`config.mk`:
```
export PLATFORM = sky130hd
export DESIGN_NAME = seven_seg_scan_ctrl
export DESIGN_NICKNAME = d
export VERILOG_FILES = /design/src/rtl/seven_seg_scan_ctrl.sv
export SDC_FILE = /design/constraint.sdc
export NUM_CORES = 1
export LEC_CHECK = 0
export ABC_AREA = 1
export CORE_AREA = 2 2 75 77
export CTS_CLUSTER_SIZE = 24
export DETAILED_ROUTE_END_ITERATION = 8
export DIE_AREA = 0 0 77 79
export PLACE_DENSITY = 0.77
export SLEW_MARGIN = 10
export SYNTH_ARGS = -nofsm -noshare
export SYNTH_HDL_FRONTEND = slang
export SYNTH_SLANG_ARGS = --single-unit
export TNS_END_PERCENT = 100
```
`constraint.sdc`:
```
create_clock -name clk -period 1.6 [get_ports clk]
set_input_delay 0.16 -clock clk [delete_from_list [all_inputs] [get_ports clk]]
set_output_delay 0.16 -clock clk [all_outputs]
set_load 0.03 [all_outputs]
```
`src/rtl/seven_seg_scan_ctrl.sv`:
```
// seven_seg_scan_ctrl: time-multiplexed scan controller for a NUM_DIGITS hex display that
//   shares one external seven-segment decoder; each digit slot is BLANK_TICKS dark cycles
//   followed by DIGIT_TICKS lit cycles. New values are taken by valid/ready into a one-entry
//   pending slot and become visible only at a frame boundary, so a frame never tears.
// Ports:
//   clk, rst_n          clock, asynchronous active-low reset
//   value_in/_valid/_ready   packed hex value (nibble i -> digit i), valid/ready handshake
//   lz_suppress         blank leading zero digits (latched at frame boundary)
//   dec_nibble/dec_seg  nibble to the shared decoder / its active-high segments (a=bit0)
//   seg_out, an_out     registered segment and digit-enable drive (polarity by parameter)
//   frame_done          one-cycle pulse after each frame boundary
module seven_seg_scan_ctrl #(
  parameter int NUM_DIGITS     = 4,
  parameter int DIGIT_TICKS    = 1000,
  parameter int BLANK_TICKS    = 16,
  parameter bit SEG_ACTIVE_LOW = 1'b0,
  parameter bit AN_ACTIVE_LOW  = 1'b1
) (
  input  logic                      clk,
  input  logic                      rst_n,
  input  logic [4*NUM_DIGITS-1:0]   value_in,
  input  logic                      value_valid,
  output logic                      value_ready,
  input  logic                      lz_suppress,
  output logic [3:0]                dec_nibble,
  input  logic [6:0]                dec_seg,
  output logic [6:0]                seg_out,
  output logic [NUM_DIGITS-1:0]     an_out,
  output logic                      frame_done
);

  localparam int MAXT = (DIGIT_TICKS > BLANK_TICKS) ? DIGIT_TICKS : BLANK_TICKS;
  localparam int TW   = (MAXT > 1) ? $clog2(MAXT) : 1;
  localparam int IW   = $clog2(NUM_DIGITS);

  localparam logic [TW-1:0] BLANK_LAST = TW'(BLANK_TICKS - 1);
  localparam logic [TW-1:0] DIGIT_LAST = TW'(DIGIT_TICKS - 1);
  localparam logic [IW-1:0] IDX_LAST   = IW'(NUM_DIGITS - 1);

  // Electrical "off"/"inactive" levels; everything upstream of the output registers is active-high.
  localparam logic [6:0]            SEG_OFF = SEG_ACTIVE_LOW ? 7'h7F : 7'h00;
  localparam logic [NUM_DIGITS-1:0] AN_OFF  = AN_ACTIVE_LOW ? {NUM_DIGITS{1'b1}} : {NUM_DIGITS{1'b0}};

  typedef enum logic {ST_BLANK, ST_SHOW} state_t;

  state_t                  state, state_nxt;
  logic [IW-1:0]           idx, idx_nxt;
  logic [TW-1:0]           tick, tick_nxt;
  logic                    boundary;

  logic [4*NUM_DIGITS-1:0] active_val;
  logic [4*NUM_DIGITS-1:0] pending_val;
  logic                    pending_full;
  logic                    lz_latch;

  logic [3:0]              nib [NUM_DIGITS];
  logic [NUM_DIGITS-1:0]   supp;
  logic                    zero_run;
  logic [NUM_DIGITS-1:0]   an_hot;
  logic [6:0]              seg_nxt;
  logic [NUM_DIGITS-1:0]   an_nxt;

  for (genvar g = 0; g < NUM_DIGITS; g++) begin : g_nib
    assign nib[g] = active_val[4*g +: 4];
  end

  // Decoder is fed even while dark so its output has settled by the first lit cycle.
  assign dec_nibble  = nib[idx];
  assign value_ready = !pending_full;

  // Digit i>0 is a leading zero when it and every digit above it are zero; digit 0 always shows.
  always_comb begin
    zero_run = 1'b1;
    supp     = '0;
    for (int i = NUM_DIGITS - 1; i >= 0; i--) begin
      zero_run = zero_run && (nib[i] == 4'h0);
      if (i > 0) supp[i] = lz_latch && zero_run;
    end
  end

  assign an_hot = NUM_DIGITS'(1) << idx;

  always_ff @(posedge clk or negedge rst_n) begin
    if (!rst_n) begin
      state <= ST_BLANK;
      idx   <= '0;
      tick  <= '0;
    end else begin
      state <= state_nxt;
      idx   <= idx_nxt;
      tick  <= tick_nxt;
    end
  end

  always_comb begin
    state_nxt = state;
    idx_nxt   = idx;
    tick_nxt  = tick + TW'(1);
    boundary  = 1'b0;
    seg_nxt   = SEG_OFF;
    an_nxt    = AN_OFF;
    case (state)
      ST_BLANK: begin
        if (tick == BLANK_LAST) begin
          state_nxt = ST_SHOW;
          tick_nxt  = '0;
        end
      end
      ST_SHOW: begin
        an_nxt  = AN_ACTIVE_LOW ? ~an_hot : an_hot;
        seg_nxt = supp[idx] ? SEG_OFF : (SEG_ACTIVE_LOW ? ~dec_seg : dec_seg);
        if (tick == DIGIT_LAST) begin
          state_nxt = ST_BLANK;
          tick_nxt  = '0;
          if (idx == IDX_LAST) begin
            idx_nxt  = '0;
            boundary = 1'b1;
          end else begin
            idx_nxt = idx + IW'(1);
          end
        end
      end
      default: begin
        state_nxt = ST_BLANK;
        idx_nxt   = '0;
        tick_nxt  = '0;
      end
    endcase
  end

  always_ff @(posedge clk or negedge rst_n) begin
    if (!rst_n) begin
      seg_out    <= SEG_OFF;
      an_out     <= AN_OFF;
      frame_done <= 1'b0;
    end else begin
      seg_out    <= seg_nxt;
      an_out     <= an_nxt;
      frame_done <= boundary;
    end
  end

  // A pending value is promoted only at the boundary; ready is low while it waits, so a
  // transfer can only coincide with a boundary when the slot was already empty.
  always_ff @(posedge clk or negedge rst_n) begin
    if (!rst_n) begin
      active_val   <= '0;
      pending_val  <= '0;
      pending_full <= 1'b0;
      lz_latch     <= 1'b0;
    end else begin
      if (boundary) lz_latch <= lz_suppress;
      if (boundary && pending_full) begin
        active_val   <= pending_val;
        pending_full <= 1'b0;
      end else if (value_valid && !pending_full) begin
        pending_val  <= value_in;
        pending_full <= 1'b1;
      end
    end
  end

endmodule

```
## After elaboration in Yosys (flattened, before gate mapping)

Index checks and enable logic that the tools add are counted.

- Bits in registers: 59
- Bits of input ports: 27
- Output and inout port bits: 17
- Word-level logic and storage cells: 56

- Add/subtract/negate cells: 2
- $lt $le $gt $ge: 2
- Equality and inequality tests: 3
- Shift operators: 1
- Mux-type cells: 20
- Bitwise operators: 4
- Reductions and logical operators: 14

Operators with widths:

| kind | count |
|---|---|
| 10-bit two-way mux | 2 |
| 10-bit one-hot mux with 2 select lines | 1 |
| 7-bit two-way mux | 2 |
| 4-bit logical NOT | 3 |
| 4-bit two-way mux | 3 |
| 10-bit by 1-bit adder with 10-bit output (second input constant) | 1 |
| 10-bit == test (second input constant) | 1 |
| 10-bit by 4-bit == test with 1-bit output (second input constant) | 1 |
| 4-bit binary-select mux with 2-bit select | 1 |
| 1-bit two-way mux | 8 |
| 1-bit logical AND | 7 |
| 4-bit inverter | 1 |
| 2-bit AND reduction | 2 |
| 1-bit by 2-bit left shift with 4-bit output (first input constant) | 1 |
| 3-bit greater-or-equal comparator (second input constant) | 1 |
| 2-bit by 3-bit less-than comparator with 1-bit output (second input constant) | 1 |
| 2-bit inverter with 3-bit output | 1 |
| 2-bit by 1-bit adder with 2-bit output (second input constant) | 1 |
| 1-bit binary-select mux with 2-bit select | 1 |
| 2-bit == test (second input constant) | 1 |
| 2-bit two-way mux | 1 |
| 1-bit inverter | 2 |
| 1-bit one-hot mux with 2 select lines | 1 |
| 2-bit nonzero test | 1 |
| 1-bit logical NOT | 1 |

## Logic depth before layout (Yosys ltp)

- Depth in word-level cells: 8
- Depth in mapped cells: 9
- Gate-level depth less buffers: 8

## Worst setup path after synthesis

OpenSTA, ideal clock, no wires.

- Path type: register to output
- Start: register idx[0]
- End: output dec_nibble[0]
- Data arrival time: 1.511 ns
- Data required time: 1.440 ns
- Setup slack: -0.071 ns
- Stages on the path, launching flop included: 6
- Buffers on the path: 2
- Path through: dfrtp_1 > buf_2 > inv_1 > buf_2 > nor2_1 > o21ai_0

- Longest elaborated chain between the ends: 4

RTL lines:

| element | line | source |
|---|---|---|
| start, declared | 47 | `logic [IW-1:0] idx, idx_nxt;` |
| start signal, assigned | 90 | `idx <= idx_nxt;` |
| 2-bit inverter with 3-bit output (implied by the code) | 68 | `assign dec_nibble = nib[idx];` |
| 4-bit binary-select mux with 2-bit select | 68 |  |
| 4-bit two-way mux (implied by the code) (2 in a row) | 68 |  |
| end, declared | 25 | `output logic [3:0] dec_nibble,` |

No other way between the ends. The select of a mux whose other input is x is not followed.

## Worst setup path in the final report

Ends and elaborated chain as after synthesis.

==> run_results.csv <==
group,metric,value,unit
worst_setup_path,arrival,1.42,ns
pwr,p_per_area,836,mW/mm²
finish,fillers,464,
global_routing,overflow,0,
timing,final_max_slew_viol_count,0,
timing,rsz0062_at_grt,"yes",
finish,multi_input_area,0.00107,mm²
global_routing,grt_first_pass_wirelength,8.27,mm
clock_tree,htreeDepth,3,
clock_tree,numClockSinks,59,
pwr,internal_power,2.30,mW
global_routing,grt_usage,17.5,%
place,dp_hpwl,3.47,mm
place,dp_slack,0.0334,ns
route,wire_per_inst,12.7,µm
global_routing,antenna_found_initial,0,
place,gp_congestion,0.871,
finish,most-common-layout-cells,"53 x dfrtp_1, 49 x nand2_1, 35 x nor2_1, 33 x clkdlybuf4s50_1, 19 x nand4_1",
route,drtIter0Drc,120,
timing,clock_skew,0.00679,ns
synthesis,postSynthAreaPerCell,10.0,µm²
timing,fin_tns_setup,0,ns
finish,area_delta_synth_final,29.2,%
clock_tree,clock_latency,0.34,ns
synthesis,netlist_area,0.00267,mm²
timing,holdWs,0.332,ns
timing,slew_headroom,68.0,%
pwr,p_sw,0.590,mW
clock_tree,clk_path_buf_depth,2,
synthesis,synth_top_area_share,51.5,%
route,drt_pass1_iterations,4,
timing,tightest_slew,0.480,ns
synthesis,ys_ff_latch,59,
global_routing,grt_start_max_net_pins,60,
synthesis,ys_types,30,
place,port_buffers,43,
pwr,power_frac_comb,4.9,%
pwr,pwr-share-seq,52.1,%
synthesis,synth_nets,299,
floorplanning,dieHeight,79,µm
floorplanning,core_area,0.00534,mm²
route,vias_per_cell,5.07,
pwr,irDropWorstVdd,0.542,mV
finish,register_area,0.00148,mm²
floorplanning,ioPinCount,44,
synthesis,ys_warn_count,0,
pwr,power.share.clock,43.0,%
synthesis,synth_top_area_cell,"dfrtp_1",
timing,fmax,0.631,GHz
clock_tree,path_clk_slew,0.06,ns
route,finalWirelength,5.12,mm
floorplanning,initial_core_util,50.1,%
clock_tree,root_buffer,"clkbuf_8",
worst_hold_path,holdCritPathClass,"input pin to register",
worst_setup_path,required,1.44,ns
timing,setup_viol_count_final,0,
finish,final_common_cell,"dfrtp_1",
route,antenna_left,0,
finish,n_antenna_cell,0,
synthesis,syn_inst,267,
floorplanning,dieArea,0.00608,mm²
finish,postLayoutCoreUtil,64.7,%
pwr,switching_share,20.4,%
timing,hold_viol,0,
worst_setup_path,critPathCaptureType,"output pin",
pwr,p_leak,1.69,nW
floorplanning,row_count,27,
pwr,power,2.89,mW
worst_setup_path,start_kind,"register",
synthesis,ys_top_cells_by_area,"dfrtp_1 51%, nand2_1 7.9%, mux2_2 6.3%, nor2_1 4.9%, nand4_1 4.4%",
worst_setup_path,critPathKind,"register to output pin",
finish,drive_gt1_share,23.3,%
floorplanning,die_w,77,µm
route,drcViolationCount,0,
clock_tree,numCtsBuffers,9,
finish,nets,357,
synthesis,ys_seq_area_share,55.4,%
route,dr_total_vias,2038,
timing,fin_crit_sh,99.0,%
timing,postLayoutSetupSlackWorst,0.0159,ns
clock_tree,cts_tree,"yes",
status,outcome,"complete, no violations",
flow_run,max-cap-violations,0,
worst_setup_path,crit_fanout,5,
global_routing,grt_pass1_vias,1932,
timing,fin_crit,1.58,ns
## area by class of cell
| class | count | area share (%) |
|---|---|---|
| clock buffer | 13 | 4.02 |
| clock inverter | 3 | 1.16 |
| timing repair buffer | 57 | 15.9 |
| inverter | 21 | 2.43 |
| multi-input combinational | 177 | 30.9 |
| tap | 72 | 2.61 |
| sequential | 59 | 43.0 |
## power by group through the flow
stage | combinational (mW) | sequential [mW] | clock (mW)
after floorplan | 0.00740 | 1.55 | 0
after global placement | 0.140 | 1.53 | 0
after detailed placement | 0.141 | 1.53 | 0
after CTS | 0.144 | 1.50 | 1.27
after global routing | 0.154 | 1.50 | 1.33
final | 0.140 | 1.50 | 1.24
## worst max-delay path: stages, from the launching register on
cell	delay (ns)
dfrtp_2	0.46
buf_6	0.15
a21oi_2	0.13
o21ai_1	0.08
o21ai_1	0.10
buf_4	0.18
## cell families (layout without fill, tap and decap cells)
logic type               after synthesis  count (layout)  share of synthesized area, %
AO/OA/AOI/OAI                         20              20                          3.98
buffers and inverters                 32              94                          7.07
multiplexers                          16              16                          6.74
adder cells (fa/ha/maj)                5               5                          2.34
AND/OR/NAND/NOR                      131             132                          23.1
XOR/XNOR                               4               4                          1.31
flip-flops                            59              59                          55.4
## synthesized netlist by cell type (all sizes together)
master  instances
nand4          20
o21bai          1
and3            1
dfrtp          55
a21oi           2
nand2          59
or2             1
o21ai          14
buf            10
o22ai           3
nor3            2
inv            21
clkbuf          1
nor2           39
mux2           16
xnor2           1
nand3           9
dfstp           4
ha              5
xor2            3
## layer usage
| layer | routed length, µm | track usage [%] | up-vias |
|---|---|---|---|
| met1 | 2220 | 20.7 | 974 |
| li1 | - | - | 993 |
| met2 | 2570 | 30.0 | 62 |
| met4 | 117 | 9.82 | 0 |
| met3 | 216 | 3.75 | 9 |
| met5 | 0 | 0 | - |
## timing repair
item                                   in CTS  in global routing
gates resized for setup                     9                 24
endpoints found under the hold margin      55                  0
setup buffers                               1                  3
setup endpoints to repair                   9                 28
cloned                                      0                  2
pin swaps                                   0                  6
hold buffers                                1                  0
## registers in the layout, summed over array words and instances, names as in the netlist
register and cells:
frame_done 1, an_out 4, state 1, tick 10, active_val 16, lz_latch 1, pending_val 16, idx 2
pending_full 1, seg_out 7
## worst paths after layout
kind                                 start        endpoint  slack (ns)  cells past startpoint
max in group asynchronous            rst_n       an_out[2]        0.95                      3
worst max-delay path                idx[0]   dec_nibble[0]        0.02                      5
worst max register to register     tick[0]   active_val[6]        0.05                      8
min in group asynchronous            rst_n  pending_val[1]        0.35                      3
worst min register to register     tick[0]         tick[0]        0.47                      1
worst min-delay path            dec_seg[5]      seg_out[5]        0.33                      3
## stage by stage
stage          std cells  cell area [µm²]
6_report             402             3450
5_1_grt              402             3450
4_1_cts              397             3350
3_5_place_dp         379             3150
3_3_place_gp         379             3150
2_1_floorplan        267             2670
(Power assumes the default switching activity.)
